File: src/rtl/uart_rx_fifo.sv
// uart_rx_fifo: 8N1 UART receiver that deserialises RXD_I into a first-word-fall-through byte FIFO
module uart_rx_fifo #(
    parameter int CLKS_PER_BIT = 868,
    parameter int FIFO_DEPTH   = 8
) (
    input  logic       CLK_I,
    input  logic       RST_NI,
    input  logic       RXD_I,
    input  logic       READ_I,
    output logic [7:0] DATA_REC_O,
    output logic       RX_EMPTY_O,
    output logic       RX_FULL_O,
    output logic       FRAME_ERR_O,
    output logic       OVERRUN_O
);
    localparam int CW = $clog2(CLKS_PER_BIT);
    localparam int AW = $clog2(FIFO_DEPTH);
    localparam logic [CW-1:0] HALF_END = CW'(CLKS_PER_BIT / 2 - 1);
    localparam logic [CW-1:0] BIT_END  = CW'(CLKS_PER_BIT - 1);
    localparam logic [AW:0]   DEPTH_C  = (AW + 1)'(FIFO_DEPTH);
    typedef enum logic [1:0] {st_idle, st_start, st_data, st_stop} state_t;
    state_t state, state_nx;
    logic rxd_meta, rxd_s;
    logic [CW-1:0] clk_cnt;
    logic [2:0] bit_cnt;
    logic [7:0] shift;
    logic at_half, at_end, data_smp, stop_smp, push_req, push, pop;
    logic [7:0] mem [FIFO_DEPTH];
    logic [AW-1:0] wr_ptr, rd_ptr;
    logic [AW:0] count, count_nx;
    always_ff @(posedge CLK_I or negedge RST_NI)
        if (!RST_NI) {rxd_meta, rxd_s} <= 2'b11;
        else {rxd_meta, rxd_s} <= {RXD_I, rxd_meta};
    always_ff @(posedge CLK_I or negedge RST_NI)
        if (!RST_NI) state <= st_idle;
        else state <= state_nx;
    always_comb begin
        state_nx = state;
        case (state)
            st_idle:  if (!rxd_s) state_nx = st_start;
            st_start: if (at_half) state_nx = rxd_s ? st_idle : st_data;
            st_data:  if (data_smp && bit_cnt == 3'd7) state_nx = st_stop;
            st_stop:  if (stop_smp) state_nx = st_idle;
            default:  state_nx = st_idle;
        endcase
    end
    always_comb begin
        at_half  = state == st_start && clk_cnt == HALF_END;
        at_end   = clk_cnt == BIT_END;
        data_smp = state == st_data && at_end;
        stop_smp = state == st_stop && at_end;
    end
    always_ff @(posedge CLK_I or negedge RST_NI)
        if (!RST_NI) begin
            clk_cnt <= '0;
            bit_cnt <= '0;
            shift   <= '0;
        end else begin
            clk_cnt <= (state == st_idle || at_half || at_end) ? '0 : clk_cnt + CW'(1);
            bit_cnt <= state == st_idle ? 3'd0 : bit_cnt + 3'(data_smp);
            if (data_smp) shift <= {rxd_s, shift[7:1]};
        end
    // Full is judged on the current count, so a push colliding with a pop while full is still dropped.
    always_comb begin
        push_req = stop_smp && rxd_s;
        push     = push_req && !RX_FULL_O;
        pop      = READ_I && !RX_EMPTY_O;
        count_nx = count + (AW + 1)'(push) - (AW + 1)'(pop);
    end
    always_ff @(posedge CLK_I)
        if (push) mem[wr_ptr] <= shift;
    always_ff @(posedge CLK_I or negedge RST_NI)
        if (!RST_NI) begin
            wr_ptr      <= '0;
            rd_ptr      <= '0;
            count       <= '0;
            RX_EMPTY_O  <= 1'b1;
            RX_FULL_O   <= 1'b0;
            FRAME_ERR_O <= 1'b0;
            OVERRUN_O   <= 1'b0;
        end else begin
            wr_ptr      <= wr_ptr + AW'(push);
            rd_ptr      <= rd_ptr + AW'(pop);
            count       <= count_nx;
            RX_EMPTY_O  <= count_nx == '0;
            RX_FULL_O   <= count_nx == DEPTH_C;
            FRAME_ERR_O <= stop_smp && !rxd_s;
            OVERRUN_O   <= push_req && RX_FULL_O;
        end
    assign DATA_REC_O = RX_EMPTY_O ? 8'h00 : mem[rd_ptr];
endmodule

File: config.mk
export PLATFORM = sky130hd
export DESIGN_NAME = uart_rx_fifo
export DESIGN_NICKNAME = d
export VERILOG_FILES = /design/src/rtl/uart_rx_fifo.sv
export SDC_FILE = /design/constraint.sdc
export NUM_CORES = 1
export LEC_CHECK = 0
export BUFFER_PORTS_ARGS = -buffer_cell sky130_fd_sc_hd__buf_2
export CORE_ASPECT_RATIO = 1.2
export CORE_UTILIZATION = 30
export CTS_CLUSTER_SIZE = 14
export DETAILED_ROUTE_END_ITERATION = 8
export SYNTH_ARGS = -nofsm -noshare
export SYNTH_HDL_FRONTEND = slang
export SYNTH_SLANG_ARGS = --single-unit
File: constraint.sdc
create_clock -name CLK_I -period 2.21 [get_ports CLK_I]
set_input_delay 0.1105 -clock CLK_I [delete_from_list [all_inputs] [get_ports CLK_I]]
set_output_delay 0.1105 -clock CLK_I [all_outputs]
set_load 0.02 [all_outputs]
== Word level (Yosys, flattened, before mapping) ==
Memory sizes are Yosys's and may differ from the RTL's.
Cells that the tools add are included.

* RAM bits: 64
* Output and inout bits: 12
* Register bits after elaboration: 39
* Memories kept: 1
* Word-level logic and storage cells: 59

* Eq/ne operators: 11
* Mux-type cells: 11
* Reduce and logical (&&, ||, !) cells: 17
* Add/subtract/negate cells: 6

{| class="wikitable"
|+ Memories
! memory !! depth !! width !! read ports !! clocked after memory_dff !! write ports !! line !! source
|-
| mem || 8 || 8 || 1 || 0 || 1 || 28 || <nowiki>logic [7:0] mem [FIFO_DEPTH];</nowiki>
|}

{| class="wikitable"
|+ Operators with widths
! cell !! count
|-
| adder 10 x 1 -> 10 bit, second input constant || 1
|-
| == test 10 bit, second input constant || 1
|-
| == test 10 x 9 -> 1 bit, second input constant || 1
|-
| two-way mux 10 bit || 1
|-
| two-way mux 2 bit || 5
|-
| adder 3 x 1 -> 3 bit || 3
|-
| logical AND 1 bit || 9
|-
| two-way mux 8 bit || 1
|-
| inequality test 2 bit, second input constant || 4
|-
| one-hot mux 2 bit (4 select lines) || 1
|-
| adder 4 x 1 -> 4 bit || 1
|-
| == test 2 bit, second input constant || 2
|-
| == test 4 bit, second input constant || 1
|-
| logical NOT 4 bit || 1
|-
| AND reduction 4 bit || 1
|-
| subtractor 4 x 1 -> 4 bit || 1
|-
| == test 3 bit, second input constant || 1
|-
| logical NOT 1 bit || 3
|-
| two-way mux 3 bit || 1
|-
| == test 2 x 1 -> 1 bit, second input constant || 1
|-
| logical NOT 2 bit || 1
|-
| logical OR 1 bit || 2
|-
| two-way mux 1 bit || 2
|}

== Depth between registers and ports, before layout ==
Gate-level depths: netlist of run 1.

* Word-level depth: 7
* Gate-level depth with buffers: 9

== Worst setup path before layout of run 1 ==
Ideal clock, no wire load.

* Path kind: reg2reg
* Start: reg RX_EMPTY_O
* End: reg RX_FULL_O
* Path buffers: 1
* Stages on the path, launching flop included: 10
* Arrival time: 2,373 ps
* Setup slack: -236 ps
* Library setup time: 73 ps
* Cells stage by stage: dfstp_2 > clkbuf_1 > nor2b_1 > ha_1 > inv_1 > ha_1 > fa_1 > xor2_1 > or3_1 > nor2b_1

* Longest elaborated chain between the ends: 4

{| class="wikitable"
|+ RTL lines
! item !! line !! source
|-
| start: declaration || 11 || <nowiki>output logic RX_EMPTY_O,</nowiki>
|-
| start signal: assignment || 77 || <nowiki>RX_EMPTY_O <= 1'b1;</nowiki>
|-
| start signal: assignment || 85 || <nowiki>RX_EMPTY_O <= count_nx == '0;</nowiki>
|-
| logical NOT 1 bit || 67 || <nowiki>pop = READ_I && !RX_EMPTY_O;</nowiki>
|-
| logical AND 1 bit || 67 ||
|-
| subtractor 4 x 1 -> 4 bit || 68 || <nowiki>count_nx = count + (AW + 1)'(push) - (AW + 1)'(pop);</nowiki>
|-
| named net count_nx[2] || 30 || <nowiki>logic [AW:0] count, count_nx;</nowiki>
|-
| == test 4 bit || 86 || <nowiki>RX_FULL_O <= count_nx == DEPTH_C;</nowiki>
|-
| end signal: assignment || 78 || <nowiki>RX_FULL_O <= 1'b0;</nowiki>
|-
| end signal: assignment || 86 ||
|-
| end: declaration || 12 || <nowiki>output logic RX_FULL_O,</nowiki>
|}

The timed path passes the listed nets, and every way through them passes these cells.
A chain may end at the register's enable or synchronous reset.

== Final worst setup path of run 1 ==
* Start: reg rxd_s
* End: reg RX_FULL_O

* Longest elaborated chain between the ends: 5

{| class="wikitable"
|+ RTL lines
! item !! line !! source
|-
| start: declaration || 23 || <nowiki>logic rxd_meta, rxd_s;</nowiki>
|-
| start signal: assignment || 33 || <nowiki>else {rxd_meta, rxd_s} <= {RXD_I, rxd_meta};</nowiki>
|-
| logical AND 1 bit || 65 || <nowiki>push_req = stop_smp && rxd_s;</nowiki>
|-
| logical AND 1 bit || 66 || <nowiki>push = push_req && !RX_FULL_O;</nowiki>
|-
| adder 4 x 1 -> 4 bit || 68 ||
|-
| subtractor 4 x 1 -> 4 bit || 68 ||
|-
| named net count_nx[1] || 30 ||
|-
| == test 4 bit || 86 ||
|}

The timed path passes the listed nets, and every way through them passes these cells.

==> flow_summary_export.csv, run 1 <==
group,metric,value,unit
job,drv_cap,0,
critical_path,worstReg2RegEnd,"RX_FULL_O",
power_and_ir_drop,seqPwrFrac,0.485,
synth,synth_edf_count,64,
timing,fin_crit_sh,1.02,
die,die_w,111,um
final_layout,n_antenna_cell,0,
run_status,violations,"negative setup slack",
final_layout,drive_gt1_frac,0.323,
place,dp_hpwl,5050,um
global_routing,grt_util_all_layers,0.111,
clocking,clock-root-buffer,"clkbuf_16",
power_and_ir_drop,p_sw,1.16,mW
min_path,hold_path.class,"in -> reg",
die,start_util,0.307,
synth,syn_area,0.00425,mm2
die,die_area,0.0146,mm2
power_and_ir_drop,p_comb_frac,0.161,
synth,syn_inst,254,
route,first_pass_iters,4,
synth,syn_avg_cell_area,16.7,um2
die,rows,47,
critical_path,path_max_fanout,2,
clocking,cts_buffers,9,
route,post_drt_wl_per_cell,15.4,um
global_routing,grt_max_degree,40,
final_layout,stdcell_count,481,
critical_path,arrival,2.53,ns
min_path,worstHoldStart,"READ_I",
synth,syn_nets,271,
final_layout,fill_cells,1289,
power_and_ir_drop,vdd_drop_max,0.000549,V
critical_path,end_kind,"register",
timing,slew_violations,0,
die,coreArea,0.0138,mm2
critical_path,r2r_cells,6,
global_routing,grt_antenna_before_repair,0,
critical_path,critPathRequiredTime,2.48,ns
place,place_inst,462,
global_routing,grt_pass1_wl,12200,um
timing,finalWorstSetupSlack,-0.0535,ns
critical_path,worstSetupPathType,"reg -> reg",
route,via_count,2203,
timing,slew_headroom,0.424,
synth,ys_types,38,
route,wl,7410,um
synth,yosysTopAreaCell,"edfxtp_1",
synth,synthFlopType,"edfxtp_1",
route,drtAntennaViolNets,0,
final_layout,multiInputGateArea,0.00130,mm2
synth,yosys.cell_count.top_type,"edfxtp_1",
synth,synth_seq_cells,103,
critical_path,crit_start,"rxd_s",
min_path,hold_end,"rd_ptr[0]",
global_routing,grt_pass1_vias,2414,
synth,yosysSeqAreaShare,0.683,
power_and_ir_drop,clockPowerShare,0.353,
clocking,cts_tree,"done",
timing,fmax,442,MHz
die,die_h,132,um
synth,yosysTopAreaCellShare,0.453,
clocking,clock-sinks,103,
final_layout,regArea,0.00290,mm2
synth,yosys-top-cells-area,"edfxtp_1 45%, dfrtp_1 21%, mux4_2 8.5%, ha_1 3.5%, nor2_1 2.7%",
route,vias_per_cell,4.58,
final_layout,synthToLayoutAreaGrowth,20.1,%
place,gp_congestion,0.743,
critical_path,worstSetupStartpointType,"register",
synth,yosys_warnings,0,
timing,clock-skew-final,0.00545,ns
die,pin_count,16,
power_and_ir_drop,p_sw_frac,0.256,
critical_path,rrSetupSlack,-0.05,ns
run_status,outcome,"finished, violations left",
timing,rsz0062_at_grt,"yes",
route,drt-initial-drc-count,99,
synth,ys_async_sr_fraction,0.379,
power_and_ir_drop,power_density,888,mW/mm2
final_layout,layout.nets,322,
timing,hold_viol_final,0,
power_and_ir_drop,p_leak,1.88,nW
timing,setup_viol,2,
clocking,clockBufferDepth,2,
timing,whs,0.202,ns
route,drc,0,
synth,ys_top_cells_by_count,"64 x edfxtp_1, 36 x dfrtp_1, 31 x nor2_1",
critical_path,worstReg2RegStart,"rxd_s",
power_and_ir_drop,cellInternalPower,3.37,mW
place,io_buffers,15,
timing,period_minus_slack,2.26,ns
clocking,clk_pin_slew,0.07,ns
global_routing,grt-ovfl-total,0,
min_path,whs_path_depth,3,
clocking,h-tree-depth,3,
timing,fin_tns_setup,-0.0725,ns
clocking,clk-insertion-delay-late,0.34,ns
timing,worst_slew_pin_slew,0.864,ns
cells in the final DEF (no fill, tap or decap), types with 9 or more instances in the layout:
cell type  count
buf_2         15
buf_4         31
clkbuf_16      9
dfrtp_1       36
edfxtp_1      64
ha_1          11
mux2i_1        9
mux4_2        16
nor2_1        30
power groups by stage:
stage                     clock (mW)  sequential, mW  combinational [mW]
after global routing            1.72            2.21               0.820
after CTS                       1.64            2.20               0.742
after detailed placement           0            2.24               0.736
after global placement             0            2.25               0.731
after floorplan                    0            2.18               0.571
final                           1.60            2.20               0.731
sequential cells by signal, indices dropped and copies added, names as in the netlist, named ones only:
name and cells:
mem 64, clk_cnt 10, shift 8, count 4
bit_cnt 3, rd_ptr 3, wr_ptr 3, FRAME_ERR_O 1
OVERRUN_O 1, RX_EMPTY_O 1, RX_FULL_O 1, rxd_meta 1
rxd_s 1, state 1
worst max-delay path, cell delays in order (launching register included):
cell	delay [ns]
dfstp_2	0.53
nand4b_1	0.15
nor4_4	0.35
ha_2	0.24
fa_1	0.42
or3_4	0.38
nor2b_1	0.12
cell type report:
class,count,area share
sequential,103,0.569
multi-input combinational,134,0.255
timing repair buffer,49,0.0682
clock buffer,10,0.0449
tap,171,0.0420
clock inverter,6,0.0150
inverter,8,0.00589
logic make-up (layout without fill, tap and decap cells):
group	Yosys count	in the layout	share of synthesized area
muxes	33	33	0.127
and+or+nand+nor	67	67	0.0899
adders and majority gates	13	13	0.0401
buffers and inverters	17	73	0.0177
xor gates and xnor gates	14	14	0.0289
DFF	103	103	0.683
AOI/OAI and AO/OA	7	7	0.0130
worst max-delay path by stage:
stage | endpoint | slack, ns
after CTS | RX_FULL_O | -0.04
after global placement | RX_FULL_O | -0.004
after global routing | RX_FULL_O | -0.16
after floorplan | RX_FULL_O | -0.06
final | RX_FULL_O | -0.05
after detailed placement | RX_FULL_O | -0.03
per-layer routing:
| metal | share of wire | global-route usage | wire, um | vias to the layer above |
|---|---|---|---|---|
| met5 | 0 | 0 | 0 | - |
| met4 | 0.017 | 0.0474 | 129 | 0 |
| met3 | 0.027 | 0.0271 | 202 | 9 |
| met2 | 0.53 | 0.196 | 3900 | 27 |
| met1 | 0.43 | 0.127 | 3180 | 1125 |
| li1 | - | - | - | 1042 |
repair_timing:
| action | 4_1_cts | 5_1_grt |
|---|---|---|
| pin swaps | 1 | 0 |
| resized for setup | 0 | 2 |
| endpoints found under the hold margin | 37 | 0 |
| cloned | 0 | 0 |
| endpoints found under the setup margin | 2 | 6 |
| buffers inserted | 1 | 0 |
| hold buffers | 2 | 0 |
metrics by stage:
stage / util / cell area, um2 / power, mW / setup slack, ns
2_1_floorplan: - / 4280 / 2.76 / -0.0575
4_1_cts: 0.368 / 5090 / 4.59 / -0.0436
3_3_place_gp: 0.344 / 4760 / 2.98 / -0.00437
5_1_grt: 0.369 / 5100 / 4.75 / -0.161
6_report: 0.369 / 5100 / 4.53 / -0.0535
3_5_place_dp: 0.344 / 4760 / 2.98 / -0.0332
(Power assumes the default switching activity.)
==> run 2, diff against run 1 <==
--- a/config.mk
+++ b/config.mk
@@ -10,6 +10,7 @@
 export CORE_UTILIZATION = 30
 export CTS_CLUSTER_SIZE = 14
 export DETAILED_ROUTE_END_ITERATION = 8
+export SKIP_CTS_REPAIR_TIMING = 1
 export SYNTH_ARGS = -nofsm -noshare
 export SYNTH_HDL_FRONTEND = slang
 export SYNTH_SLANG_ARGS = --single-unit
==> run 2 against run 1 <==
Effect of this change: the flow still finishes with violations (negative setup slack); via count fell by 0.14%; worst hold slack barely moved; clock skew barely moved; final area barely moved; cell count did not move; register-to-register slack barely moved; power barely moved; sequential share of layout area barely moved; critical path type unchanged; critical endpoint unchanged; largest cell class unchanged; highest routed layer unchanged.
==> flow_summary_export.csv, run 2 (same netlist as run 1, synthesis figures left out) <==
group,metric,value,unit
run_status,outcome,"finished, violations left",
run_status,violations,"negative setup slack",
power_and_ir_drop,p_sw_frac,0.256,
route,drtAntennaViolNets,0,
critical_path,arrival,2.53,ns
power_and_ir_drop,power,4.53,mW
power_and_ir_drop,cellInternalPower,3.37,mW
timing,setup_viol,2,
critical_path,path_buf_inv,0,
final_layout,largest_register_ffs,64,
global_routing,grt_pass1_wl,12200,um
final_layout,final_util,0.369,
final_layout,stdcell_count,481,
timing,worst_slew_pin_slew,0.860,ns
critical_path,crit_slowest_cell,"dfstp_2",
job,drv_cap,0,
final_layout,multiInputGateArea,0.00130,mm2
clocking,h-tree-depth,3,
final_layout,layout.nets,322,
clocking,clockBufferDepth,2,
route,post_drt_wl_per_cell,15.4,um
critical_path,end_kind,"register",
clocking,cts_tree,"done",
place,dp_slack,-0.0332,ns
min_path,hold_path.class,"in -> reg",
route,vias_per_cell,4.57,
timing,clock-skew-final,0.00532,ns
power_and_ir_drop,power_density,888,mW/mm2
final_layout,fill_cells,1288,
route,drt-initial-drc-count,105,
die,start_util,0.307,
final_layout,reg_top3,"mem (64), clk_cnt (10), shift (8)",
final_layout,regMostFlops,"mem",
die,coreArea,0.0138,mm2
place,dp_hpwl,5050,um
clocking,clock-root-buffer,"clkbuf_16",
global_routing,grt_max_degree,40,
route,drc,0,
timing,period_minus_slack,2.26,ns
die,rows,47,
global_routing,grt_antenna_before_repair,0,
critical_path,worstSetupStartpointType,"register",
timing,slew_violations,0,
critical_path,max_stage_delay,0.53,ns
power_and_ir_drop,p_leak,1.88,nW
route,via_count,2200,
timing,rsz0062_at_grt,"yes",
power_and_ir_drop,clockPowerShare,0.354,
global_routing,grt_util_all_layers,0.111,
final_layout,synthToLayoutAreaGrowth,20.0,%
clocking,cts_buffers,9,
timing,slew_headroom,0.427,
final_layout,n_antenna_cell,0,
final_layout,regArea,0.00290,mm2
critical_path,critPathTopFamily,"simple AND/OR/NAND/NOR gates",
route,wl,7420,um
critical_path,critPathRequiredTime,2.48,ns
global_routing,grt_pass1_vias,2409,
clocking,clock-sinks,103,
place,gp_congestion,0.743,
die,pin_count,16,
power_and_ir_drop,p_comb_frac,0.161,
power_and_ir_drop,p_sw,1.16,mW
die,die_area,0.0146,mm2
power_and_ir_drop,seqPwrFrac,0.485,
critical_path,crit_chain,"nand4b_1 -> nor4_4 -> ha_2 -> fa_1 -> or3_4 -> nor2b_1",
timing,hold_viol_final,0,
place,place_inst,462,
timing,fmax,442,MHz
final_layout,final_common_cell,"edfxtp_1",
place,io_buffers,15,
power_and_ir_drop,vdd_drop_max,0.000549,V
clocking,clk-insertion-delay-late,0.34,ns
timing,finalWorstSetupSlack,-0.0508,ns
clocking,clk_pin_slew,0.07,ns
critical_path,worstSetupPathType,"reg -> reg",
route,first_pass_iters,4,
die,die_h,132,um
timing,fin_crit_sh,1.02,
die,die_w,111,um
final_layout,drive_gt1_frac,0.319,
timing,whs,0.202,ns
final_layout,final_cell_mix,"64 x edfxtp_1, 36 x dfrtp_1, 31 x nor2_1, 31 x buf_4, 16 x mux4_2",
global_routing,grt-ovfl-total,0,
critical_path,path_max_fanout,2,
-- run 2: metal layers --
| layer | part of all wire | global-route usage |
|---|---|---|
| met5 | 0 | 0 |
| met4 | 0.017 | 0.0474 |
| met3 | 0.028 | 0.0271 |
| met2 | 0.53 | 0.196 |
| met1 | 0.43 | 0.128 |
-- run 2: worst register-to-register path, stage by stage, from the launching register on --
cell	delay [ns]
dfstp_2	0.53
nand4b_1	0.15
nor4_4	0.35
ha_2	0.24
fa_1	0.43
or3_4	0.38
nor2b_1	0.12
-- run 2: cell type report --
class / count / area share
Sequential cell: 103 / 0.569
Multi-Input combinational cell: 134 / 0.255
Timing Repair Buffer: 49 / 0.0682
Clock buffer: 10 / 0.0449
Tap cell: 171 / 0.0420
Clock inverter: 6 / 0.0150
Inverter: 8 / 0.00589
-- run 2: path summary, 6_finish.rpt --
path / from / end / slack (ns) / cells after the start
max reg2reg: rxd_s / RX_FULL_O / -0.05 / 6
min reg2reg: rxd_meta / rxd_s / 0.36 / 0
max in group asynchronous: RST_NI / shift[6] / 1.25 / 2
min in group asynchronous: RST_NI / clk_cnt[6] / 0.42 / 2
min: READ_I / rd_ptr[0] / 0.20 / 3
max: rxd_s / RX_FULL_O / -0.05 / 6
-- run 2: per-stage QoR --
step	setup TNS [ns]	instance area [um2]
floorplan	-0.0951	4280
global placement	-0.00437	4760
detailed placement	-0.0387	4760
CTS	-0.0865	5060
global route	-0.396	5100
finish	-0.0678	5100
-- run 2: power groups by stage --
stage	combinational, mW	clock, mW	sequential, mW
floorplan	0.571	0	2.18
global placement	0.731	0	2.25
detailed placement	0.736	0	2.24
CTS	0.740	1.64	2.20
global route	0.820	1.72	2.21
finish	0.729	1.60	2.20
